## config.mk

```make
export PLATFORM = sky130hd
export DESIGN_NAME = fp16_stream_accum
export DESIGN_NICKNAME = d
export VERILOG_FILES = /design/src/rtl/fp16_pkg.sv /design/src/rtl/fp16_stream_accum_add.sv /design/src/rtl/fp16_stream_accum.sv
export SDC_FILE = /design/constraint.sdc
export NUM_CORES = 1
export LEC_CHECK = 0
export ABC_AREA = 1
export CAP_MARGIN = 10
export CORE_MARGIN = 2
export CORE_UTILIZATION = 45
export DETAILED_ROUTE_END_ITERATION = 7
export GPL_TIMING_DRIVEN = 1
export PLACE_DENSITY = 0.65
export SYNTH_ARGS = -nofsm -noshare
export SYNTH_HDL_FRONTEND = slang
export SYNTH_HIERARCHICAL = 1
export SYNTH_SLANG_ARGS = --single-unit
```

## constraint.sdc

```tcl
create_clock -name clk -period 20 [get_ports clk]
set_input_delay 5 -clock clk [delete_from_list [all_inputs] [get_ports clk]]
set_output_delay 5 -clock clk [all_outputs]
set_load 0.1 [all_outputs]
```

## src/rtl/fp16_pkg.sv

```systemverilog
// fp16_pkg: shared binary16 type, special-value constants and NaN test
package fp16_pkg;

   typedef struct packed {
      logic       sign;
      logic [4:0] exp;
      logic [9:0] man;
   } fp16_t;

   localparam logic [15:0] FP16_QNAN    = 16'h7E00;
   localparam logic [15:0] FP16_PINF    = 16'h7C00;
   localparam logic [4:0]  FP16_EXP_MAX = 5'h1F;

   function automatic logic is_nan(input fp16_t v);
      return (v.exp == FP16_EXP_MAX) && (v.man != 10'd0);
   endfunction

endpackage

```

## src/rtl/fp16_stream_accum_add.sv

```systemverilog
// add: combinational binary16 adder, round-to-nearest-even, subnormal aware
module add
   import fp16_pkg::*;
(
   input  logic [15:0] input_a,
   input  logic [15:0] input_b,
   output logic [15:0] add_out,
   output logic        add_valid
);

   fp16_t       w_a, w_b, w_x, w_y;
   logic        w_sub, w_st, w_rnd, w_sign;
   logic        w_nan_a, w_nan_b, w_inf_a, w_inf_b;
   logic [4:0]  w_ex, w_ey, w_d;
   logic [13:0] w_mx, w_my, w_sh;
   logic [14:0] w_m;
   logic [5:0]  w_e;
   logic [11:0] w_mr;

   // align the smaller magnitude onto the larger, add/subtract, normalise, round
   always_comb begin
      w_a     = input_a;
      w_b     = input_b;
      w_nan_a = is_nan(w_a);
      w_nan_b = is_nan(w_b);
      w_inf_a = (w_a.exp == FP16_EXP_MAX) && (w_a.man == 10'd0);
      w_inf_b = (w_b.exp == FP16_EXP_MAX) && (w_b.man == 10'd0);
      w_x     = ({w_b.exp, w_b.man} > {w_a.exp, w_a.man}) ? w_b : w_a;
      w_y     = ({w_b.exp, w_b.man} > {w_a.exp, w_a.man}) ? w_a : w_b;
      w_sub   = w_x.sign ^ w_y.sign;
      w_ex    = (w_x.exp == 5'd0) ? 5'd1 : w_x.exp;
      w_ey    = (w_y.exp == 5'd0) ? 5'd1 : w_y.exp;
      w_mx    = {(w_x.exp != 5'd0), w_x.man, 3'b000};
      w_my    = {(w_y.exp != 5'd0), w_y.man, 3'b000};
      w_d     = w_ex - w_ey;
      w_sh    = w_my >> w_d;
      w_st    = ((w_sh << w_d) != w_my);
      w_m     = w_sub ? ({1'b0, w_mx} - {1'b0, w_sh[13:1], w_sh[0] | w_st})
                      : ({1'b0, w_mx} + {1'b0, w_sh[13:1], w_sh[0] | w_st});
      w_sign  = (w_sub && (w_m == 15'd0)) ? 1'b0 : w_x.sign;
      w_e     = {1'b0, w_ex};
      if (w_m[14]) begin
         w_m = {1'b0, w_m[14:2], w_m[1] | w_m[0]};
         w_e = w_e + 6'd1;
      end
      for (int i = 0; i < 13; i++)
         if (!w_m[13] && (w_e > 6'd1)) begin
            w_m = w_m << 1;
            w_e = w_e - 6'd1;
         end
      w_rnd = w_m[2] & (w_m[1] | w_m[0] | w_m[3]);
      w_mr  = {1'b0, w_m[13:3]} + {11'd0, w_rnd};
      if (w_mr[11]) begin
         w_mr = w_mr >> 1;
         w_e  = w_e + 6'd1;
      end
      add_valid = 1'b1;
      add_out   = (w_e >= 6'd31) ? {w_sign, FP16_PINF[14:0]}
                                 : {w_sign, (w_mr[10] ? w_e[4:0] : 5'd0), w_mr[9:0]};
      if (w_nan_a || w_nan_b || (w_inf_a && w_inf_b && (w_a.sign != w_b.sign))) begin
         add_out   = FP16_QNAN;
         add_valid = 1'b0;
      end else if (w_inf_a)
         add_out = input_a;
      else if (w_inf_b)
         add_out = input_b;
   end

endmodule

```

## src/rtl/fp16_stream_accum.sv

```systemverilog
// fp16_stream_accum: sums fp16 packets from a valid/ready stream into one result per packet
module fp16_stream_accum
   import fp16_pkg::*;
#(
   parameter int MAX_LEN = 256,
   parameter int CNT_W   = $clog2(MAX_LEN + 1)
)(
   input  logic             clk,
   input  logic             rst_n,
   input  logic             in_valid,
   output logic             in_ready,
   input  logic [15:0]      in_data,
   input  logic             in_last,
   output logic             out_valid,
   input  logic             out_ready,
   output logic [15:0]      out_data,
   output logic             out_nan,
   output logic [CNT_W-1:0] out_count,
   output logic             out_sat
);

   typedef enum logic [1:0] {IDLE, ACC, DONE} accum_state_e;

   accum_state_e     r_state, w_state_n;
   logic [15:0]      r_acc, w_acc_n, w_add_out;
   logic             r_nan, w_nan_n, r_sat, w_sat_n;
   logic             w_add_valid, w_fire, w_first;
   logic [CNT_W-1:0] r_cnt, w_cnt_n;

   add u_add (
      .input_a   (r_acc),
      .input_b   (in_data),
      .add_out   (w_add_out),
      .add_valid (w_add_valid)
   );

   // handshake, next state, and the packet state a fire would produce
   always_comb begin
      in_ready  = (r_state != DONE) || out_ready;
      out_valid = (r_state == DONE);
      w_fire    = in_valid && in_ready;
      w_first   = (r_state != ACC);
      w_state_n = r_state;
      if (w_fire)
         w_state_n = in_last ? DONE : ACC;
      else if ((r_state == DONE) && out_ready)
         w_state_n = IDLE;
      w_acc_n = w_first ? in_data : w_add_out;
      w_nan_n = w_first ? is_nan(in_data) : (r_nan | is_nan(in_data) | ~w_add_valid);
      w_cnt_n = w_first ? CNT_W'(1) : ((r_cnt < CNT_W'(MAX_LEN)) ? r_cnt + 1'b1 : r_cnt);
      w_sat_n = w_first ? 1'b0 : (r_sat | (r_cnt == CNT_W'(MAX_LEN)));
   end

   // state register; packet registers on every fire, result registers on the last beat
   always_ff @(posedge clk or negedge rst_n) begin
      if (!rst_n) begin
         r_state   <= IDLE;
         r_acc     <= '0;
         r_nan     <= 1'b0;
         r_cnt     <= '0;
         r_sat     <= 1'b0;
         out_data  <= '0;
         out_nan   <= 1'b0;
         out_count <= '0;
         out_sat   <= 1'b0;
      end else begin
         r_state <= w_state_n;
         if (w_fire) begin
            r_acc <= w_acc_n;
            r_nan <= w_nan_n;
            r_cnt <= w_cnt_n;
            r_sat <= w_sat_n;
         end
         if (w_fire && in_last) begin
            out_data  <= w_nan_n ? FP16_QNAN : w_acc_n;
            out_nan   <= w_nan_n;
            out_count <= w_cnt_n;
            out_sat   <= w_sat_n;
         end
      end
   end

endmodule

```

* Word-level counts from Yosys, hierarchy flattened
Index checks and enable logic that the tools add are counted.
Operators by class: shifts and indexed selects 2, add/sub/neg operators 20, mux-type cells 50, reductions and logical operators 49, bitwise logic cells 9, $lt $le $gt $ge 16, equal/unequal tests 8
Operator list (number):
- two-way mux 14 bit | 14
- two-way mux 16 bit | 7
- two-way mux 6 bit | 15
- greater-than comparator 6 x 1 -> 1 bit (second input constant) | 13
- subtractor 6 x 1 -> 6 bit (second input constant) | 13
- two-way mux 15 bit | 2
- logical AND 1 bit | 23
- logical NOT 10 bit | 2
- nonzero test 10 bit | 2
- two-way mux 9 bit | 2
- adder 14 x 14 -> 15 bit | 1
- greater-than comparator 15 bit | 1
- logical NOT 15 bit | 1
- two-way mux 5 bit | 3
- subtractor 14 x 14 -> 15 bit | 1
- inequality test 14 bit | 1
- << shifter 14 x 5 -> 14 bit | 1
- right shift 14 x 5 -> 14 bit | 1
- logical NOT 1 bit | 13
- adder 11 x 1 -> 12 bit | 1
- two-way mux 11 bit | 1
- == test 5 bit (second input constant) | 2
- logical NOT 5 bit | 2
- nonzero test 5 bit | 2
- other kinds (18) | 30
Word-level totals: register bits 56, output and inout port bits 29, input port bits 21

* Depth between registers and ports, before layout
word-level depth 64, gate-level depth with buffers 197, gate-level depth less buffers 189

* Modules after synthesis
Netlist, hierarchy kept.
By module, submodules not included:
- add | instances 1, seq. area each 0.0 um^2, cells an instance 2031, area an instance 10321.1 um^2
- fp16_stream_accum | instances 1, seq. area each 1401.3 um^2, cells an instance 338, area an instance 2713.9 um^2

* Worst setup path before layout
No wires, ideal clock.
path type in2reg, start input port in_data[14], end register out_data[11], data required time 19.880 ns, setup time 0.120 ns, stages on the path 177, setup slack -6.051 ns, data arrival time 25.932 ns, path through ha_1 > nand2_1 > inv_1 > nand2_1 > nand2_1 > a21oi_1 > nand2_8 > nand2_4 > nand2_1 > nand2_1 > inv_2 > nor2_1 > ha_1 > inv_1 > fa_1 > or2_2 > nand2_1 > clkbuf_1 > (+141 left out) > nand2_1 > nand2_2 > ha_1 > nand2_1 > nor2_1 > nand2_1 > nor2_1 > nand2_1 > nor2_1 > xnor2_1 > nand2_1 > nand2_1 > nand2_1 > or2_2 > o21ai_0 > nand3_1 > nand2_1 > nand2_1
On the way: word-level cells in the longest chain between the ends 63, elaborated cells between the ends (all ways) 125, those cells by class 19 x add/sub; 15 x order compare; 2 x eq/ne; 2 x shift; 43 x mux; 8 x bitwise; 36 x reduce/logical
RTL lines:
- start: declaration | RTL line fp16_stream_accum.sv:12 | input logic [15:0] in_data,
- greater-than comparator 15 bit | RTL line fp16_stream_accum_add.sv:28, fp16_stream_accum_add.sv:29
- two-way mux 16 bit, on equally long branches | RTL line fp16_stream_accum_add.sv:28, fp16_stream_accum_add.sv:29
- logical NOT 5 bit, on equally long branches | RTL line fp16_stream_accum_add.sv:31, fp16_stream_accum_add.sv:32
- two-way mux 5 bit, on equally long branches | RTL line fp16_stream_accum_add.sv:31, fp16_stream_accum_add.sv:32
- subtractor 5 bit | RTL line fp16_stream_accum_add.sv:35 | w_d = w_ex - w_ey;
- right shift 14 x 5 -> 14 bit | RTL line fp16_stream_accum_add.sv:36 | w_sh = w_my >> w_d;
- << shifter 14 x 5 -> 14 bit | RTL line fp16_stream_accum_add.sv:37 | w_st = ((w_sh << w_d) != w_my);
- inequality test 14 bit | RTL line fp16_stream_accum_add.sv:37
- (+48 left out)
- >= comparator 6 x 5 -> 1 bit or two-way mux 5 bit (tied branches) | RTL line fp16_stream_accum_add.sv:58, fp16_stream_accum_add.sv:59
- two-way mux 15 bit | RTL line fp16_stream_accum_add.sv:58 | add_out = (w_e >= 6'd31) ? {w_sign, FP16_PINF[14:0]}
- two-way mux 16 bit | RTL line fp16_stream_accum_add.sv:65 | else if (w_inf_b)
- two-way mux 16 bit | RTL line fp16_stream_accum_add.sv:63 | end else if (w_inf_a)
- two-way mux 16 bit (*) | RTL line fp16_stream_accum_add.sv:60 | if (w_nan_a || w_nan_b || (w_inf_a && w_inf_b && (w_a.sign != w_b.sign))) begin
- via w_add_out[11] | RTL line fp16_stream_accum.sv:25 | logic [15:0] r_acc, w_acc_n, w_add_out;
- two-way mux 16 bit (*) | RTL line fp16_stream_accum.sv:48 | w_acc_n = w_first ? in_data : w_add_out;
- two-way mux 16 bit (*) | RTL line fp16_stream_accum.sv:75 | out_data <= w_nan_n ? FP16_QNAN : w_acc_n;
- end signal: assignment | RTL line fp16_stream_accum.sv:75
- end: declaration | RTL line fp16_stream_accum.sv:16 | output logic [15:0] out_data,
Mark *: on every way through the listed nets, which the timed path passes. The rest lies on a longest branch. A chain may end at the register's enable or synchronous reset.

* Final worst setup path
start input port in_data[11], end register out_data[9]
On the way: word-level cells in the longest chain between the ends 63, elaborated cells between the ends (all ways) 124, those cells by class 19 x add/sub; 15 x order compare; 2 x eq/ne; 2 x shift; 42 x mux; 8 x bitwise; 36 x reduce/logical
RTL lines (RTL line):
- greater-than comparator 15 bit | fp16_stream_accum_add.sv:28, fp16_stream_accum_add.sv:29
- two-way mux 16 bit, on equally long branches | fp16_stream_accum_add.sv:28, fp16_stream_accum_add.sv:29
- logical NOT 5 bit, on equally long branches | fp16_stream_accum_add.sv:31, fp16_stream_accum_add.sv:32
- two-way mux 5 bit, on equally long branches | fp16_stream_accum_add.sv:31, fp16_stream_accum_add.sv:32
- subtractor 5 bit | fp16_stream_accum_add.sv:35
- right shift 14 x 5 -> 14 bit | fp16_stream_accum_add.sv:36
- << shifter 14 x 5 -> 14 bit | fp16_stream_accum_add.sv:37
- inequality test 14 bit | fp16_stream_accum_add.sv:37
- (+48 left out)
- >= comparator 6 x 5 -> 1 bit | fp16_stream_accum_add.sv:58
- two-way mux 15 bit | fp16_stream_accum_add.sv:58
- two-way mux 16 bit | fp16_stream_accum_add.sv:65
- two-way mux 16 bit | fp16_stream_accum_add.sv:63
- two-way mux 16 bit (*) | fp16_stream_accum_add.sv:60
- via w_add_out[9] | fp16_stream_accum.sv:25
- two-way mux 16 bit (*) | fp16_stream_accum.sv:48
- two-way mux 16 bit (*) | fp16_stream_accum.sv:75
Marks and branches as above.

==> results list <==
- The die covers 30300 sq um.
- The Yosys step of the flow raised 6 warnings.
- Area overhead of the layout relative to synthesis: 60.1%
* Proportion of synthesized area in mux cells: 0.00154
* Library cell with the largest summed area after synthesis: sky130_fd_sc_hd__nand2_1
* Number of port buffers: 49
- Synthesized-area fraction occupied by and/or/nand/nor cells: 0.499
- Startpoint class of the critical path: primary input
- Compound-gate portion of the synthesized area: 0.156
* Count of maximum capacitance violations: 0
* Crit path top cell by count: sky130_fd_sc_hd__nand2_4
* First-pass GRT wire length: 74.7 mm
* Ys flop type: sky130_fd_sc_hd__dfrtp_1
* Worst path arrival time: 23.77 ns
- Die width: 174 um
* GRT Total Usage: 0.285
- After synthesis, the largest family of logic cells by area is simple AND/OR/NAND/NOR gates.
- Number of top-level pins: 50
- Count leader, synth: sky130_fd_sc_hd__nand2_1
* Floorplan row count: 62
- Reg-to-reg critical path endpoint: out_data[9]$_DFFE_PN0P_
- Clock tree from TritonCTS: yes
* Deepest level of the CTS H-tree: 2
* Number of cells traversed by the worst hold path: 2
- DRC errors left: 0
- The path class of the tightest hold or removal check is flip-flop to flip-flop.
* Via count of the first global-routing pass: 16300
- Register-to-register path setup slack: 0.48 ns
* Maximum number of pins on one net before global-route repair: 57
- For the worst setup path, the data required time is 20.18 ns.
- Synth Instances: 2369
* Cell types with the largest area share after synthesis: sky130_fd_sc_hd__nand2_1, sky130_fd_sc_hd__dfrtp_1, sky130_fd_sc_hd__inv_1
* Crit path setup slack, layout: -3.59 ns
- The final reports fail on negative setup slack.
* Number of endpoints with negative hold slack in the final report: 0
- Headroom to the max-slew limit came out at 0.346.
- The number of cells on the worst reg-to-reg path is approximately 170.
* Final critical-path share of the clock period: 1.18
- Start point of the worst min-delay path: out_data[6]$_DFFE_PN0P_
* CTS root buf: sky130_fd_sc_hd__clkbuf_16
* Number of antenna violations at the first check in global routing: 0
- The tree built by TritonCTS fans out to 56 sinks.
- Effective utilization at floorplan: 0.455
- Start of the worst register-to-register path: r_acc[11]$_DFFE_PN0P_
- # nets final: 3128
- The final-report max-slew violation count was 0.
- Across all hold checks on the routed design, the worst slack comes to 0.483 ns.
- Final weighted congestion in routability-driven placement: 1.01
* Layout cells sized above 1: 0.406
- For this run, the top clock speed supported by timing is 42.4 MHz.
* Worst-path maximum fanout: 9
* Routed length per placed instance: 13.4 um
* Number of detailed-routing iterations run before antenna repair: 5
- In the synthesized netlist the async set-or-reset flop fraction comes to 1.00.
- Antenna Violating Nets Remaining: 0
- On the final layout, the worst clock skew is 0.00812 ns.
- Number of endpoints failing setup at the final stage: 30
- The mapped netlist covers 13000 sq um.
- Counting the buffers created by CTS gives 5.
* Number of different library cells in the post-synthesis netlist: 58
* Skew-Pair Late Insertion Delay: 0.29 ns
* Least-Margin Pin Slew: slightly below 1 ns
* Y dimension of the die: 174 um
- The synthesized design contains 56 register bits.
* Starting DRT DRC Count: around 1200
* CP Class: primary input to flip-flop
- Terminating pin of the worst hold path: out_data[6]$_DFFE_PN0P_
- Clock slew at the register clock pins of the worst setup and hold paths: about 0.07 ns
* Portion of synthesized cell area occupied by the leading cell type: 0.245
- After detailed routing, the total wire length is roughly 46 mm.
- Remaining global-route overflow: 0
* Core box area: 28600 sq um
- Of the total synthesized cell area, the portion taken by XOR and XNOR cells is 0.0275.
* # diodes: 0
- Dividing the detail-routed via count by the number of cells gives 5.08.
- Detailed placement HPWL: 34.1 mm
* Slowest library cell on the worst path: sky130_fd_sc_hd__fa_2
- Kind of end point of the critical path: flip-flop
- In this run, synthesis inferred 0 flip-flops with an integrated enable.
- Outcome: finished, violations left
* Maximum buffer depth of the clock tree: 2
- Subtracting the final worst setup slack from the clock period gives 23.59 ns.
- Commonest cells post-synth: sky130_fd_sc_hd__nand2_1, sky130_fd_sc_hd__inv_1, sky130_fd_sc_hd__nand3_1, sky130_fd_sc_hd__o21ai_0, sky130_fd_sc_hd__nor2_1
- The share of the Yosys chip area taken by registers is 0.108.
* Via count: 17400
- Syn Nets: 2464
* Worst stage delay on the critical path: 0.65 ns
- Of the total synthesized cell area, the portion taken by full adders, half adders and majority gates is 0.0722.
- Average cell area after synthesis: about 5.5 sq um
- Setup repair after global routing could not meet its margin everywhere.
-- flip-flops by register name, summed over array words and instances (netlist names) --
| signal | cells |
|---|---|
| r_sat | 1 |
| r_acc | 16 |
| out_sat | 1 |
| r_state | 2 |
| out_nan | 1 |
| r_nan | 1 |
| r_cnt | 9 |
| out_count | 9 |
| out_data | 16 |
-- repair_timing --
action | in CTS | in global routing
endpoints found under the setup margin | 30 | 30
cloned | 4 | 0
pin swaps | 173 | 145
hold buffers | 0 | 0
buffers inserted | 110 | 40
resized for setup | 210 | 160
-- logic make-up after synthesis --
kind of cell | Yosys count
and+or+nand+nor | 1417
buffers and inverters | 426
AOI/OAI and AO/OA | 357
adders and majority gates | 74
DFF | 56
xor gates and xnor gates | 37
muxes | 2
-- how the worst max path moves through the flow --
| stage | from | endpoint | slack [ns] | depth (start not counted) |
|---|---|---|---|---|
| 3_5_place_dp | in_data[14] | out_data[11]$_DFFE_PN0P_ | -4.33 | 177 |
| 6_report | in_data[11] | out_data[9]$_DFFE_PN0P_ | -3.59 | 171 |
| 5_1_grt | in_data[10] | out_data[11]$_DFFE_PN0P_ | -4.67 | 173 |
| 3_3_place_gp | in_data[8] | out_data[11]$_DFFE_PN0P_ | -3.74 | 178 |
| 4_1_cts | in_data[14] | out_data[11]$_DFFE_PN0P_ | -2.90 | 174 |
| 2_1_floorplan | in_data[14] | out_data[10]$_DFFE_PN0P_ | -4.00 | 186 |
-- layout make-up --
cell class | instances | area [sq um]
multi-input combinational | 1890 | 11800
fill | 2348 | 7750
timing repair buffer | 730 | 5670
sequential | 56 | 1400
inverter | 350 | 1360
tap | 384 | 480
clock buffer | 5 | 125
clock inverter | 3 | 22.5
-- cells in the final DEF (no fill, tap or decap), types with 7 or more instances in the layout --
cell type	netlist	layout
sky130_fd_sc_hd__nand2_1	850	727
sky130_fd_sc_hd__buf_4	7	656
sky130_fd_sc_hd__inv_1	313	280
sky130_fd_sc_hd__o21ai_0	189	176
sky130_fd_sc_hd__nand3_1	208	155
sky130_fd_sc_hd__nand2_2	48	122
sky130_fd_sc_hd__nor2_1	139	115
sky130_fd_sc_hd__nand2_4	22	68
sky130_fd_sc_hd__dfrtp_1	56	56
sky130_fd_sc_hd__inv_2	33	48
sky130_fd_sc_hd__nand3_2	8	48
sky130_fd_sc_hd__a21oi_1	54	45
sky130_fd_sc_hd__nand4_1	42	42
sky130_fd_sc_hd__nor2_4	18	41
sky130_fd_sc_hd__ha_4	0	38
sky130_fd_sc_hd__o21ai_1	41	37
sky130_fd_sc_hd__clkdlybuf4s50_1	0	33
sky130_fd_sc_hd__ha_1	72	29
sky130_fd_sc_hd__buf_6	13	25
sky130_fd_sc_hd__xor2_1	28	25
sky130_fd_sc_hd__o21ai_2	8	23
sky130_fd_sc_hd__a31oi_1	21	20
sky130_fd_sc_hd__nor2_2	19	20
sky130_fd_sc_hd__inv_4	1	18
sky130_fd_sc_hd__a21oi_2	10	17
sky130_fd_sc_hd__nand3_4	3	16
sky130_fd_sc_hd__nand3b_1	14	14
sky130_fd_sc_hd__or2_4	0	12
sky130_fd_sc_hd__nor3_1	11	8
sky130_fd_sc_hd__nand2_8	3	8
sky130_fd_sc_hd__buf_2	28	7
-- stage by stage --
step | cell area (sq um) | cells | setup WS [ns] | util | setup TNS (ns)
floorplan | 13900 | 2369 | -4.00 | - | -109.68
global placement | 18400 | 3259 | -3.74 | 0.643 | -106.80
detailed placement | 18400 | 3259 | -4.33 | 0.643 | -123.92
CTS | 20000 | 3380 | -2.90 | 0.699 | -82.95
global route | 20900 | 3418 | -4.67 | 0.729 | -135.38
finish | 20900 | 3418 | -3.59 | 0.729 | -103.02
-- per-layer routing --
| metal | part of all wire | GRT usage | vias to the layer above |
|---|---|---|---|
| li1 | - | - | 8867 |
| met4 | 0.023 | 0.0560 | 0 |
| met5 | 0 | 0 | - |
| met2 | 0.49 | 0.515 | 484 |
| met1 | 0.44 | 0.375 | 7914 |
| met3 | 0.046 | 0.0162 | 106 |
-- critical path: cells and delay by family --
family,cells,cell delay [ns]
adder cells (fa/ha/maj),17,3.19
AO/OA/AOI/OAI,10,1.43
XOR/XNOR,2,0.36
buffers and inverters,27,2.15
AND/OR/NAND/NOR,115,11.51
Power is not shown: default switching activity piles up to over one toggle a cycle in this logic, so the estimate is an artifact.
